[config.mk]
export PLATFORM = sky130hd
export DESIGN_NAME = axis_keep_packer_flat
export DESIGN_NICKNAME = d
export VERILOG_FILES = /design/src/rtl/axis_keep_packer_pkg.sv /design/src/rtl/axis_keep_packer_if.sv /design/src/rtl/axis_keep_packer_compactor.sv /design/src/rtl/axis_keep_packer.sv /design/src/flat_wrapper.sv
export SDC_FILE = /design/constraint.sdc
export NUM_CORES = 1
export LEC_CHECK = 0
export CORE_MARGIN = 4
export CORE_UTILIZATION = 43
export DETAILED_ROUTE_END_ITERATION = 8
export SLEW_MARGIN = 10
export SYNTH_ARGS = -nofsm -noshare
export SYNTH_HDL_FRONTEND = slang
export SYNTH_HIERARCHICAL = 1
export SYNTH_SLANG_ARGS = --single-unit
[constraint.sdc]
create_clock -name aclk -period 11.12 [get_ports aclk]
set_input_delay 3.336 -clock aclk [delete_from_list [all_inputs] [get_ports aclk]]
set_output_delay 3.336 -clock aclk [all_outputs]
set_load 0.02 [all_outputs]
[src/rtl/axis_keep_packer_pkg.sv]
// axis_pack_pkg: shared types and helpers for the AXI4-Stream keep packer.
package axis_pack_pkg;

    localparam int MAXB = 8;

    typedef logic [7:0] byte_t;
    typedef logic [3:0] pcnt_t;

    function automatic bit bytes_ok(int b);
        return b == 2 || b == 4 || b == 8;
    endfunction

    function automatic pcnt_t popcount_keep(logic [MAXB-1:0] k);
        pcnt_t n;
        n = '0;
        for (int i = 0; i < MAXB; i++) n = n + pcnt_t'(k[i]);
        return n;
    endfunction

    // For c == MAXB the shift wraps to 0 and the decrement yields all ones.
    function automatic logic [MAXB-1:0] last_keep(pcnt_t c);
        return (MAXB'(1) << c) - MAXB'(1);
    endfunction

endpackage

[src/rtl/axis_keep_packer_if.sv]
// axis_keep_packer_if: AXI4-Stream bundle (tdata/tkeep/tlast/tvalid/tready).
//   master: drives tdata, tkeep, tlast, tvalid; samples tready
//   slave : samples tdata, tkeep, tlast, tvalid; drives tready
interface axis_keep_packer_if #(parameter int BYTES = 4) ();

    logic [8*BYTES-1:0] tdata;
    logic [BYTES-1:0]   tkeep;
    logic               tlast;
    logic               tvalid;
    logic               tready;

    modport master (output tdata, tkeep, tlast, tvalid, input tready);
    modport slave  (input tdata, tkeep, tlast, tvalid, output tready);

endinterface

[src/rtl/axis_keep_packer_compactor.sv]
// keep_compactor: packs tkeep-qualified bytes to low lanes in ascending order.
//   tdata/tkeep : input beat
//   pk_o        : packed bytes, unused entries 0
//   count_o     : number of kept bytes
module keep_compactor
    import axis_pack_pkg::*;
#(
    parameter int BYTES = 4
) (
    input  logic [8*BYTES-1:0] tdata,
    input  logic [BYTES-1:0]   tkeep,
    output byte_t              pk_o [BYTES],
    output pcnt_t              count_o
);

    logic [MAXB-1:0] kpad;

    always_comb begin
        pcnt_t pos;
        pos = '0;
        kpad = '0;
        kpad[BYTES-1:0] = tkeep;
        for (int j = 0; j < BYTES; j++) pk_o[j] = '0;
        for (int i = 0; i < BYTES; i++) begin
            if (tkeep[i]) begin
                for (int j = 0; j < BYTES; j++)
                    if (pos == pcnt_t'(j)) pk_o[j] = tdata[8*i +: 8];
                pos = pos + pcnt_t'(1);
            end
        end
        count_o = popcount_keep(kpad);
    end

endmodule

[src/rtl/axis_keep_packer.sv]
// axis_keep_packer: compacts sparse-tkeep AXI4-Stream beats into dense beats.
//   aclk, aresetn : clock, synchronous active-low reset
//   s_axis        : sparse input stream (slave)
//   m_axis        : dense output stream (master), full beats plus one
//                   low-justified partial beat at tlast; all outputs registered
module axis_keep_packer
    import axis_pack_pkg::*;
#(
    parameter int BYTES = 4
) (
    input  logic               aclk,
    input  logic               aresetn,
    axis_keep_packer_if.slave  s_axis,
    axis_keep_packer_if.master m_axis
);

    localparam int NB = 2 * BYTES;
    localparam int CW = $clog2(NB) + 1;
    typedef logic [CW-1:0] cnt_t;

    if (!bytes_ok(BYTES)) begin : g_bad_bytes
        $error("axis_keep_packer: BYTES must be 2, 4 or 8");
    end

    byte_t              buf_q [NB];
    byte_t              buf_d [NB];
    cnt_t               cnt_q, cnt_d, pop, cnt_mid;
    logic               flush_q, flush_d;
    logic               s_tready_q, s_tready_d;
    logic               m_tvalid_q, m_tvalid_d;
    logic               m_tlast_q, m_tlast_d;
    logic [BYTES-1:0]   m_tkeep_q, m_tkeep_d;
    logic [8*BYTES-1:0] m_tdata_q, m_tdata_d;
    logic               acc, m_hs;
    logic [MAXB-1:0]    lk;
    byte_t              pk [BYTES];
    pcnt_t              n_in;

    keep_compactor #(.BYTES(BYTES)) u_cmp (
        .tdata   (s_axis.tdata),
        .tkeep   (s_axis.tkeep),
        .pk_o    (pk),
        .count_o (n_in)
    );

    // Bytes above cnt are kept at zero, so the shift fills with zeros and
    // output lanes outside tkeep read back as 0 without extra masking.
    always_comb begin
        acc = s_axis.tvalid && s_tready_q;
        m_hs = m_tvalid_q && m_axis.tready;
        pop = m_hs ? ((cnt_q > cnt_t'(BYTES)) ? cnt_t'(BYTES) : cnt_q) : '0;
        cnt_mid = cnt_q - pop;
        for (int i = 0; i < NB; i++) begin
            buf_d[i] = '0;
            for (int p = 0; p <= BYTES; p++)
                if (int'(pop) == p && i + p < NB) buf_d[i] = buf_q[(i + p) % NB];
            for (int j = 0; j < BYTES; j++)
                if (acc && pcnt_t'(j) < n_in && int'(cnt_mid) + j == i) buf_d[i] = pk[j];
        end
        cnt_d = cnt_mid + (acc ? cnt_t'(n_in) : '0);
        // Set and clear cannot coincide: input is blocked while flushing.
        flush_d = (m_hs && m_tlast_q) ? 1'b0 : (flush_q || (acc && s_axis.tlast));
        s_tready_d = !flush_d && cnt_d <= cnt_t'(BYTES);
        m_tvalid_d = cnt_d >= cnt_t'(BYTES) || flush_d;
        m_tlast_d = flush_d && cnt_d <= cnt_t'(BYTES);
        lk = last_keep(pcnt_t'(cnt_d));
        m_tkeep_d = !m_tvalid_d ? '0 : m_tlast_d ? lk[BYTES-1:0] : '1;
        for (int i = 0; i < BYTES; i++) m_tdata_d[8*i +: 8] = buf_d[i];
    end

    always_ff @(posedge aclk) begin
        if (!aresetn) begin
            buf_q      <= '{default: '0};
            cnt_q      <= '0;
            flush_q    <= 1'b0;
            s_tready_q <= 1'b0;
            m_tvalid_q <= 1'b0;
            m_tlast_q  <= 1'b0;
            m_tkeep_q  <= '0;
            m_tdata_q  <= '0;
        end else begin
            buf_q      <= buf_d;
            cnt_q      <= cnt_d;
            flush_q    <= flush_d;
            s_tready_q <= s_tready_d;
            m_tvalid_q <= m_tvalid_d;
            m_tlast_q  <= m_tlast_d;
            m_tkeep_q  <= m_tkeep_d;
            m_tdata_q  <= m_tdata_d;
        end
    end

    assign s_axis.tready = s_tready_q;
    assign m_axis.tvalid = m_tvalid_q;
    assign m_axis.tlast  = m_tlast_q;
    assign m_axis.tkeep  = m_tkeep_q;
    assign m_axis.tdata  = m_tdata_q;

endmodule
[src/flat_wrapper.sv]
// flat-port wrapper written by rule: the top's interface ports become plain ports
module axis_keep_packer_flat import axis_pack_pkg::*;
#(
    parameter int BYTES = 4
)
  (aclk, aresetn, s_axis_tdata, s_axis_tkeep, s_axis_tlast, s_axis_tvalid, s_axis_tready, m_axis_tdata, m_axis_tkeep, m_axis_tlast, m_axis_tvalid, m_axis_tready);
  axis_keep_packer_if #(.BYTES(BYTES)) s_axis_i ();
  axis_keep_packer_if #(.BYTES(BYTES)) m_axis_i ();
  input  logic aclk;
  input  logic aresetn;
  input wire logic [$bits(s_axis_i.tdata)-1:0] s_axis_tdata;
  input wire logic [$bits(s_axis_i.tkeep)-1:0] s_axis_tkeep;
  input wire logic [$bits(s_axis_i.tlast)-1:0] s_axis_tlast;
  input wire logic [$bits(s_axis_i.tvalid)-1:0] s_axis_tvalid;
  output wire logic [$bits(s_axis_i.tready)-1:0] s_axis_tready;
  output wire logic [$bits(m_axis_i.tdata)-1:0] m_axis_tdata;
  output wire logic [$bits(m_axis_i.tkeep)-1:0] m_axis_tkeep;
  output wire logic [$bits(m_axis_i.tlast)-1:0] m_axis_tlast;
  output wire logic [$bits(m_axis_i.tvalid)-1:0] m_axis_tvalid;
  input wire logic [$bits(m_axis_i.tready)-1:0] m_axis_tready;
  assign s_axis_i.tdata = s_axis_tdata;
  assign s_axis_i.tkeep = s_axis_tkeep;
  assign s_axis_i.tlast = s_axis_tlast;
  assign s_axis_i.tvalid = s_axis_tvalid;
  assign s_axis_tready = s_axis_i.tready;
  assign m_axis_tdata = m_axis_i.tdata;
  assign m_axis_tkeep = m_axis_i.tkeep;
  assign m_axis_tlast = m_axis_i.tlast;
  assign m_axis_tvalid = m_axis_i.tvalid;
  assign m_axis_i.tready = m_axis_tready;
  axis_keep_packer #(.BYTES(BYTES)) u_core (.aclk(aclk), .aresetn(aresetn), .s_axis(s_axis_i), .m_axis(m_axis_i));
endmodule
==> results.cfg <==
[status]
status = complete, no violations

[floorplanning]
rows = 49
core_area_mm2 = 0.01827
fp.dieH_um = 145.3
ios = 80
initial_utilization_pct = 44.40
dieArea_mm2 = 0.02113
die_w_um = 145.3

[worst_setup_path]
arrival_ps = 8980
crit_type = input port to flip-flop
start_kind = input port
crit_chain = clkdlybuf4s50_1 -> and2_1 -> nand2_1 -> nor2_1 -> ha_1 -> inv_1 -> fa_1 -> xnor2_2 -> inv_1 -> ha_1 -> xnor3_2 -> nor3_2 -> nor3_1 -> nand4_1 -> o221ai_1
required_ps = 11340
endpoint_kind = flip-flop
path_max_fanout = 27
worst_path_max_delay_cell = nor3_2
cp_slowest_stage_delay_ps = 860

[timing]
rsz0062_at_grt = no
finalHoldViolCount = 0
period_share_pct = 78.81
fin_hold_ws_ps = 527.3
setup_violations = 0
worstMarginPinSlew_ps = 1099
drv_slew = 0
fmax_ghz = 0.1141
tns_ps = 0
relSlewSlack_pct = 26.53
clock_skew_ps = 11.41
finalCriticalPeriod_ps = 8763

[synthesis]
synthArstFlopShare_pct = 0
ys_types = 87
syn-instance-count = 1082
synth_nets = 1141
syn-cell-area_mm2 = 0.008112
synth.avg_cell_area_um2 = 7.497
synth_edf_count = 0
synth-seq-cells = 76
ys.flop_type = dfxtp_1
yosysWarnings = 6
ys_seq_area_share_pct = 18.76

[grt]
grt_max_degree = 58
grt_antenna_before_repair = 0
track_usage_pct = 32.88
grt_pass1_vias = 8465
grt.overflow.total = 0
grt_pass1_wl_um = 53850

[clock_network]
cts_tree = built
cts_hold_buf = 0
postCtsSetupRepairBufs = 0
cts_resized = 0
cts_buffers = 9
cts_num_sinks = 76
worstSkewPairLatency_ps = 350
htreeDepth = 3
clk_pin_slew_ps = 60
clk_path_buf_depth = 2
root_buffer = clkbuf_16

[detailed_routing]
num_vias = 9123
postRouteAntennaNets = 0
post_drt_wl_per_cell_um = 27.98
firstDrtPassIters = 8
drt-total-wl_um = 36150
highest_layer = met4
drc = 0
initialDrtViolationCount = 1362
vias_per_cell = 7.061
wl_met1_um = 14330
wl_met2_um = 14610
wl_met3_um = 4813

[cells_and_area]
drive_above_1_share_pct = 9.690
final_util_pct = 49.08
fillers = 1832
layout_common_cells = 100 x nor2_1, 89 x nand2_1, 79 x clkdlybuf4s50_1
syn2layout_area_growth_pct = 10.55
layout_commonest_cell = nor2_1
antenna_cells = 0
nNetsFinal = 1117

[place]
place_hpwl_um = 26100
port_buffers = 79
gp_congestion = 0.9946

[power_and_ir_drop]
ir_drop_uv = 129.0
power_density_mw_per_mm2 = 194.1
leakagePower_nw = 3.011

[min_path]
hold_class = flip-flop to flip-flop

[job]
max-cap-violations = 0
-- state kept, by name, summed over array words and instances, names as in the netlist --
| signal | flops |
|---|---|
| u_core/flush_q | 1 |
| u_core/m_axis.tdata | 3 |
| u_core/cnt_q | 4 |
| u_core/m_axis.tkeep | 4 |
| u_core/m_axis.tlast | 1 |
| u_core/m_axis.tvalid | 1 |
| u_core/s_axis.tready | 1 |
| u_core/buf_q | 61 |
-- cells by family (layout without fill, tap and decap cells) --
| logic type | count (synthesis) | after routing | share of synthesized area (%) |
|---|---|---|---|
| muxes | 44 | 44 | 5.923 |
| xor gates and xnor gates | 9 | 9 | 1.758 |
| buffers and inverters | 173 | 154 | 10.21 |
| and+or+nand+nor | 341 | 341 | 22.09 |
| adders and majority gates | 18 | 18 | 3.054 |
| other | 1 | 1 | 0.04623 |
| DFF | 76 | 76 | 18.76 |
| AOI/OAI and AO/OA | 420 | 420 | 38.16 |
-- synthesized netlist by cell type (12+ instances only) --
| cell | n | area (um2) |
|---|---|---|
| buf_4 | 35 | 262.8 |
| o21ai_0 | 61 | 305.3 |
| nand3_1 | 19 | 95.09 |
| mux2_2 | 32 | 360.4 |
| or3_1 | 15 | 93.84 |
| nor2_1 | 100 | 375.4 |
| a22o_1 | 27 | 236.5 |
| mux2i_1 | 12 | 120.1 |
| clkbuf_1 | 50 | 187.7 |
| inv_1 | 50 | 187.7 |
| a221oi_1 | 17 | 148.9 |
| o31ai_1 | 14 | 105.1 |
| a21oi_1 | 58 | 290.3 |
| a31oi_1 | 29 | 181.4 |
| a22oi_1 | 48 | 360.4 |
| dfxtp_1 | 76 | 1521 |
| buf_2 | 17 | 85.08 |
| buf_1 | 14 | 52.55 |
| o221ai_1 | 20 | 175.2 |
| and2_1 | 12 | 75.07 |
| nor3_1 | 27 | 135.1 |
| ha_1 | 15 | 187.7 |
| a221o_1 | 20 | 200.2 |
| o211ai_1 | 19 | 142.6 |
| nand2_1 | 89 | 334.1 |
-- stage by stage --
stage / total power [W] / std cells / area [um2] / setup WS, ps
2_1_floorplan: 0.001057 / 1082 / 8112 / 3645
3_3_place_gp: 0.001347 / 1276 / 8616 / 2290
3_5_place_dp: 0.001347 / 1276 / 8616 / 2132
4_1_cts: 0.001705 / 1292 / 8967 / 2495
5_1_grt: 0.001814 / 1292 / 8967 / 1967
6_report: 0.001741 / 1292 / 8967 / 2357
-- critical path: cells and delay by family --
| kind | cells | cell delay, ps |
|---|---|---|
| fa+ha+maj | 3 | 950 |
| xor+xnor | 2 | 1130 |
| simple gates | 6 | 2720 |
| compound gates | 1 | 160 |
| buf+inv | 3 | 670 |
-- cell type report --
cell class	count	area, um2	area share [%]
multi-input cells	833	5764	64.28
flip-flops and latches	76	1523	16.98
repair buffers	87	850.8	9.488
well taps	229	286.5	3.195
clock buffers	12	256.5	2.860
inverters	51	191.4	2.135
clock inverters	4	95.09	1.060
-- power by group --
part           internal (W)  switching (W)  leakage [nW]  total (W)
Clock              0.000231       0.000125         0.173   0.000356
Combinational      0.000326       0.000675          2.22    0.00100
Sequential         0.000323      0.0000615         0.617   0.000384
-- metal layers --
metal	up-vias	track usage (%)
met4	0	17.71
met1	4221	43.84
met5	-	0
met3	159	9.685
met2	632	47.74
li1	4111	-
-- worst paths after layout --
path,start,endpoint,slack (ps),cells after the start
min reg2reg,u_core/buf_q[37],u_core/buf_q[37],530,2
min,u_core/buf_q[37],u_core/buf_q[37],530,2
max,m_axis_tready,u_core/buf_q[41],2360,15
max reg2reg,u_core/cnt_q[3],u_core/buf_q[41],5270,15
(Power assumes the default switching activity.)
